--- config.mk ---
export PLATFORM = sky130hd
export DESIGN_NAME = ex_wb_stage_flat
export DESIGN_NICKNAME = d
export VERILOG_FILES = /design/src/rtl/ex_wb_if.sv /design/src/rtl/ex_wb_stage.sv /design/src/flat_wrapper.sv
export SDC_FILE = /design/constraint.sdc
export NUM_CORES = 1
export LEC_CHECK = 0
export ABC_CLOCK_PERIOD_IN_PS = 2200
export CORE_MARGIN = 2
export CORE_UTILIZATION = 49
export DETAILED_ROUTE_END_ITERATION = 8
export PLACE_DENSITY = 0.81
export SYNTH_ARGS = -nofsm -noshare
export SYNTH_HDL_FRONTEND = slang
export SYNTH_SLANG_ARGS = --single-unit
--- constraint.sdc ---
create_clock -name _clk -period 2.2 [get_ports _clk]
set_input_delay 0.22 -clock _clk [delete_from_list [all_inputs] [get_ports _clk]]
set_output_delay 0.22 -clock _clk [all_outputs]
set_load 0.02 [all_outputs]
--- src/rtl/ex_wb_if.sv ---
// Execute-to-writeback bus: upstream result handshake, register-file write port,
// branch redirect and retire counter, bundled so the stage has a single bus port.
interface ex_wb_if;
    logic        _valid;
    logic        ready_;
    logic [31:0] _res;
    logic [2:0]  _sig_op;
    logic        _sig_wb;
    logic [4:0]  _rd;
    logic [31:0] _pc;
    logic [31:0] _imm;
    logic        wb_valid_;
    logic        _wb_ready;
    logic [4:0]  wb_rd_;
    logic [31:0] wb_data_;
    logic        redirect_;
    logic [31:0] redirect_pc_;
    logic [31:0] retired_cnt_;
    logic        _en_trace;

    modport slave (
        input  _valid, _res, _sig_op, _sig_wb, _rd, _pc, _imm, _wb_ready, _en_trace,
        output ready_, wb_valid_, wb_rd_, wb_data_, redirect_, redirect_pc_, retired_cnt_
    );

    modport master (
        output _valid, _res, _sig_op, _sig_wb, _rd, _pc, _imm, _wb_ready, _en_trace,
        input  ready_, wb_valid_, wb_rd_, wb_data_, redirect_, redirect_pc_, retired_cnt_
    );
endinterface

--- src/rtl/ex_wb_stage.sv ---
// Writeback stage: 2-entry (rd, data) FIFO feeding the register-file write port,
// plus one-cycle redirect pulse for taken BEQ/BNE and a commit counter.
module ex_wb_stage (
    input  logic    _clk,
    input  logic    _rst_n,
    ex_wb_if.slave  bus
);

    localparam logic [2:0] OP_BEQ = 3'b010;
    localparam logic [2:0] OP_BNE = 3'b011;

    logic [1:0]  count_q, count_d;
    logic        head_q, head_d;
    logic        tail_q, tail_d;
    logic [4:0]  ent_rd_q [2];
    logic [4:0]  ent_rd_d [2];
    logic [31:0] ent_data_q [2];
    logic [31:0] ent_data_d [2];
    logic        redirect_q, redirect_d;
    logic [31:0] redirect_pc_q, redirect_pc_d;
    logic [31:0] retired_q, retired_d;

    logic ready;
    logic wb_valid;
    logic is_branch;
    logic accept;
    logic push;
    logic pop;

    // The trace enable only drives simulation-side printing elsewhere.
    logic unused_trace;
    assign unused_trace = bus._en_trace;

    // Ready is gated by reset so it drops the instant reset asserts.
    assign ready    = _rst_n && (count_q != 2'd2);
    assign wb_valid = (count_q != 2'd0);

    always_comb begin
        count_d       = count_q;
        head_d        = head_q;
        tail_d        = tail_q;
        ent_rd_d      = ent_rd_q;
        ent_data_d    = ent_data_q;
        redirect_d    = 1'b0;
        redirect_pc_d = redirect_pc_q;
        retired_d     = retired_q;

        is_branch = (bus._sig_op == OP_BEQ) || (bus._sig_op == OP_BNE);
        accept    = bus._valid && ready;
        push      = accept && !is_branch && bus._sig_wb && (bus._rd != 5'd0);
        pop       = wb_valid && bus._wb_ready;

        if (push) begin
            ent_rd_d[tail_q]   = bus._rd;
            ent_data_d[tail_q] = bus._res;
            tail_d             = ~tail_q;
        end

        if (pop) begin
            head_d    = ~head_q;
            retired_d = retired_q + 32'd1;
        end

        case ({push, pop})
            2'b10:   count_d = count_q + 2'd1;
            2'b01:   count_d = count_q - 2'd1;
            default: count_d = count_q;
        endcase

        if (accept && is_branch && bus._res[0]) begin
            redirect_d    = 1'b1;
            redirect_pc_d = bus._pc + bus._imm;
        end
    end

    always_ff @(posedge _clk or negedge _rst_n) begin
        if (!_rst_n) begin
            count_q       <= 2'd0;
            head_q        <= 1'b0;
            tail_q        <= 1'b0;
            ent_rd_q      <= '{default: '0};
            ent_data_q    <= '{default: '0};
            redirect_q    <= 1'b0;
            redirect_pc_q <= 32'd0;
            retired_q     <= 32'd0;
        end else begin
            count_q       <= count_d;
            head_q        <= head_d;
            tail_q        <= tail_d;
            ent_rd_q      <= ent_rd_d;
            ent_data_q    <= ent_data_d;
            redirect_q    <= redirect_d;
            redirect_pc_q <= redirect_pc_d;
            retired_q     <= retired_d;
        end
    end

    assign bus.ready_       = ready;
    assign bus.wb_valid_    = wb_valid;
    assign bus.wb_rd_       = wb_valid ? ent_rd_q[head_q]   : 5'd0;
    assign bus.wb_data_     = wb_valid ? ent_data_q[head_q] : 32'd0;
    assign bus.redirect_    = redirect_q;
    assign bus.redirect_pc_ = redirect_pc_q;
    assign bus.retired_cnt_ = retired_q;

endmodule

--- src/flat_wrapper.sv ---
// flat-port wrapper written by rule: the top's interface ports become plain ports
module ex_wb_stage_flat 
  (_clk, _rst_n, bus__valid, bus__res, bus__sig_op, bus__sig_wb, bus__rd, bus__pc, bus__imm, bus__wb_ready, bus__en_trace, bus_ready_, bus_wb_valid_, bus_wb_rd_, bus_wb_data_, bus_redirect_, bus_redirect_pc_, bus_retired_cnt_);
  ex_wb_if bus_i ();
  input  logic _clk;
  input  logic _rst_n;
  input wire logic [$bits(bus_i._valid)-1:0] bus__valid;
  input wire logic [$bits(bus_i._res)-1:0] bus__res;
  input wire logic [$bits(bus_i._sig_op)-1:0] bus__sig_op;
  input wire logic [$bits(bus_i._sig_wb)-1:0] bus__sig_wb;
  input wire logic [$bits(bus_i._rd)-1:0] bus__rd;
  input wire logic [$bits(bus_i._pc)-1:0] bus__pc;
  input wire logic [$bits(bus_i._imm)-1:0] bus__imm;
  input wire logic [$bits(bus_i._wb_ready)-1:0] bus__wb_ready;
  input wire logic [$bits(bus_i._en_trace)-1:0] bus__en_trace;
  output wire logic [$bits(bus_i.ready_)-1:0] bus_ready_;
  output wire logic [$bits(bus_i.wb_valid_)-1:0] bus_wb_valid_;
  output wire logic [$bits(bus_i.wb_rd_)-1:0] bus_wb_rd_;
  output wire logic [$bits(bus_i.wb_data_)-1:0] bus_wb_data_;
  output wire logic [$bits(bus_i.redirect_)-1:0] bus_redirect_;
  output wire logic [$bits(bus_i.redirect_pc_)-1:0] bus_redirect_pc_;
  output wire logic [$bits(bus_i.retired_cnt_)-1:0] bus_retired_cnt_;
  assign bus_i._valid = bus__valid;
  assign bus_i._res = bus__res;
  assign bus_i._sig_op = bus__sig_op;
  assign bus_i._sig_wb = bus__sig_wb;
  assign bus_i._rd = bus__rd;
  assign bus_i._pc = bus__pc;
  assign bus_i._imm = bus__imm;
  assign bus_i._wb_ready = bus__wb_ready;
  assign bus_i._en_trace = bus__en_trace;
  assign bus_ready_ = bus_i.ready_;
  assign bus_wb_valid_ = bus_i.wb_valid_;
  assign bus_wb_rd_ = bus_i.wb_rd_;
  assign bus_wb_data_ = bus_i.wb_data_;
  assign bus_redirect_ = bus_i.redirect_;
  assign bus_redirect_pc_ = bus_i.redirect_pc_;
  assign bus_retired_cnt_ = bus_i.retired_cnt_;
  ex_wb_stage u_core (._clk(_clk), ._rst_n(_rst_n), .bus(bus_i));
endmodule
==> results.py <==
metrics = {
    "outcome": {
        "outcome": "finished clean",
    },
    "clock_tree": {
        "insertion_delay_ns": 0.42,
        "numCtsBuffers": 17,
        "root_buffer": "clkbuf_16",
        "cts_max_path_buffers": 2,
        "cts.sinks": 143,
        "htreeDepth": 4,
        "clkSlewWorstSetupHoldPaths_ns": 0.07,
        "cts_tree": "built",
    },
    "timing": {
        "max_slew_margin": 0.493,
        "worstMarginPinSlew_ns": 0.761,
        "rsz0062_at_grt": "yes",
        "finalCriticalPeriod_ns": 2.15,
        "slew_violations": 0,
        "fmax_mhz": 465,
        "skew_ns": 0.0107,
        "hold_viol_final": 0,
        "timing.final.ws_setup_ns": 0.0492,
        "setup_viol": 0,
        "post-route-period-util": 0.978,
    },
    "synthesis": {
        "yosysUniqueCellTypes": 57,
        "synth_xor_area_frac": 0.0742,
        "avgSynthCellArea_um2": 10.6,
        "synth_compound_area_frac": 0.107,
        "synth_seq_cells": 143,
        "yosysWarnings": 0,
        "synth_top_family_by_area": "multiplexers",
        "synthCells": 735,
        "yosys.area_share.simple": 0.119,
        "synthMuxAreaShare": 0.160,
        "async_reset_ff_frac": 1.00,
        "seq_area_frac_synth": 0.460,
        "synth_ff_type": "dfrtp_1",
        "synth.largest_area_cell": "dfrtp_1",
        "synthTopCellsByArea": "dfrtp_1, mux2_2, ha_1",
        "syn_area_um2": 7790,
        "synth_edf_count": 0,
        "synth_top_area_frac": 0.460,
        "synth_fa_ha_area_frac": 0.0556,
        "synth_nets": 879,
    },
    "power_and_ir_drop": {
        "p_sw_w": 0.00499,
        "power.internal_w": 0.00845,
        "powerDensity_nw_per_um2": 1150,
        "irDropWorstVdd_v": 0.000586,
        "leakagePower_nw": 5.53,
        "swShare": 0.371,
        "seqPwrFrac": 0.324,
        "clkPwrFrac": 0.225,
        "combPwrFrac": 0.452,
    },
    "critical_path": {
        "path_class": "in -> reg",
        "required_ns": 2.48,
        "r2r_end": "u_core.ent_data_q[54]",
        "ff2ff_path_depth": 7,
        "crit_path_max_fanout": 5,
        "path_cells": "clkdlybuf4s50_1, ha_4, and4_1, and3_1, a32o_2, a211oi_4, o21bai_2, buf_4, xnor2_2, o21ai_2",
        "cp.arrival_ns": 2.44,
        "rrSetupSlack_ns": 0.18,
        "startpoint": "bus__pc[8]",
        "end_kind": "register",
        "r2r-start": "u_core.count_q[1]",
        "critical_path.slowest_cell": "clkdlybuf4s50_1",
        "cpPeakStageDelay_ns": 0.50,
        "cp-start-kind": "input port",
        "crit_end": "u_core.bus.redirect_pc_[22]",
    },
    "route": {
        "wl_um": 21000,
        "first_pass_iters": 4,
        "vias": 6706,
        "wl_per_cell_um": 16.5,
        "drcViolationCount": 0,
        "vias_per_cell": 5.27,
        "antenna_left": 0,
        "dr.first_iter.drc_count": 298,
    },
    "grt": {
        "antenna_found_initial": 1,
        "track_usage": 0.245,
        "grt_overflow_total": 0,
        "grt_first_pass_wirelength_um": 32400,
        "grt_max_degree": 144,
        "grt_pass1_vias": 6712,
    },
    "flow_run": {
        "max-cap-violations": 0,
    },
    "floorplan": {
        "die_area_um2": 16900,
        "die_w_um": 130,
        "io_pins": 214,
        "die_y_um": 130,
        "start_util": 0.496,
        "core_area_um2": 15700,
        "num_rows": 46,
    },
    "placed_design": {
        "gp_congestion": 0.910,
        "place_hpwl_um": 14500,
        "numPortBuffers": 211,
        "pre_cts_ws_ns": -0.853,
        "dpl_cell_area_um2": 10900,
    },
    "layout": {
        "seqCellArea_um2": 3580,
        "drive_gt1_frac": 0.255,
        "final_util": 0.746,
        "final_nets": 1188,
        "antenna_cells": 0,
        "n_fill_cell": 1102,
        "fin_area_um2": 11700,
        "multi_input_area_um2": 4220,
        "area_growth_pct": 50.5,
    },
    "min_path": {
        "hp-class": "in -> reg",
    },
}
-- synth_stat cells (2+ instances only) --
master,count
nor2_1,61
xnor2_1,36
ha_1,33
mux2_2,78
buf_4,4
a21oi_1,37
a21o_1,17
a211o_1,2
nor2b_1,2
buf_2,7
o211ai_1,2
buf_1,4
nand4_1,7
or3_1,2
a211oi_1,6
o21bai_1,4
clkbuf_1,19
nor2_2,3
a21boi_1,2
mux2i_1,37
dfrtp_1,143
inv_1,8
o21a_1,4
o21ai_1,3
o21ai_0,43
nand2_1,78
and4_1,6
nand2b_1,4
and3_1,11
nand3_1,16
xor2_1,30
-- timing repair --
action	CTS	global route
endpoints found under the setup margin	55	17
endpoints found under the hold margin	111	0
gates resized for setup	66	37
pin swaps	19	13
gates cloned	0	1
setup buffers	2	1
hold buffers	1	0
-- cell usage in the layout, fill, tap and decap left out, types with 6 or more instances in the layout --
cell and count:
a21o_1 17, a21oi_1 31, a21oi_2 6, and3_1 11, and4_1 6, buf_4 107, clkbuf_16 18, clkdlybuf4s50_1 155
dfrtp_1 142, dlygate4sd2_1 43, dlymetal6s2s_1 8, ha_1 25, ha_4 7, inv_1 8, mux2_2 78, mux2i_1 37
nand2_1 78, nand3_1 16, nand4_1 7, nor2_1 60, o21ai_0 32, o21ai_1 10, xnor2_1 35, xor2_1 30
-- through the flow --
stage	std cells	setup TNS, ns	hold WS, ns	power (W)
floorplan	735	-0.434	-0.0756	0.00764
global placement	1236	-12.80	0.431	0.0104
detailed placement	1236	-13.69	0.431	0.0106
CTS	1271	0	0.0908	0.0134
global route	1273	-0.128	0.118	0.0142
finish	1273	0	0.105	0.0134
-- layer usage --
layer	vias up	global-route usage	routed length, um
met3	31	0.0443	1210
li1	3215	-	-
met2	212	0.427	10600
met4	2	0.0803	351
met1	3246	0.309	8860
met5	-	0	13
-- worst min path at each step --
stage / startpoint / to / slack (ns) / cells past startpoint
detailed placement: _rst_n / u_core.ent_data_q[11] / 0.43 / 2
global route: bus__pc[0] / u_core.bus.redirect_pc_[0] / 0.12 / 4
global placement: _rst_n / u_core.ent_data_q[11] / 0.43 / 2
floorplan: _rst_n / u_core.bus.redirect_ / -0.08 / 0
finish: bus__pc[0] / u_core.bus.redirect_pc_[0] / 0.11 / 4
CTS: bus__pc[0] / u_core.bus.redirect_pc_[0] / 0.09 / 4
-- registers in the layout, summed over array words and instances, names as in the netlist --
signal,flops
u_core.bus.redirect_,1
u_core.bus.redirect_pc_,32
u_core.bus.retired_cnt_,32
u_core.count_q,2
u_core.ent_data_q,64
u_core.ent_rd_q,10
u_core.head_q,1
u_core.tail_q,1
-- cell families (layout without fill, tap and decap cells) --
| kind of cell | after synthesis | after routing |
|---|---|---|
| XOR/XNOR | 66 | 66 |
| AO/OA/AOI/OAI | 134 | 134 |
| AND/OR/NAND/NOR | 200 | 200 |
| adder cells (fa/ha/maj) | 34 | 34 |
| buffers and inverters | 43 | 365 |
| flip-flops | 143 | 143 |
| multiplexers | 115 | 115 |
-- critical path, delay by kind of cell --
family,cells,cell delay [ns]
xor+xnor,1,0.17
simple gates,2,0.42
compound gates,4,0.75
fa+ha+maj,1,0.22
buf+inv,2,0.65
-- power groups by stage --
stage	Clock (W)	Sequential [W]	Combinational (W)
final	0.00302	0.00435	0.00607
after global routing	0.00317	0.00448	0.00652
after CTS	0.00306	0.00432	0.00602
after detailed placement	0	0.00432	0.00631
after global placement	0	0.00426	0.00618
after floorplan	0	0.00459	0.00305
-- area by class of cell --
| type | count | share of cell area |
|---|---|---|
| clock inverters | 14 | 0.0157 |
| inverters | 8 | 0.00256 |
| well taps | 216 | 0.0231 |
| clock buffers | 18 | 0.0366 |
| flip-flops and latches | 143 | 0.305 |
| multi-input cells | 549 | 0.360 |
| repair buffers | 325 | 0.257 |
No activity file was read; power rests on OpenSTA's default activity.
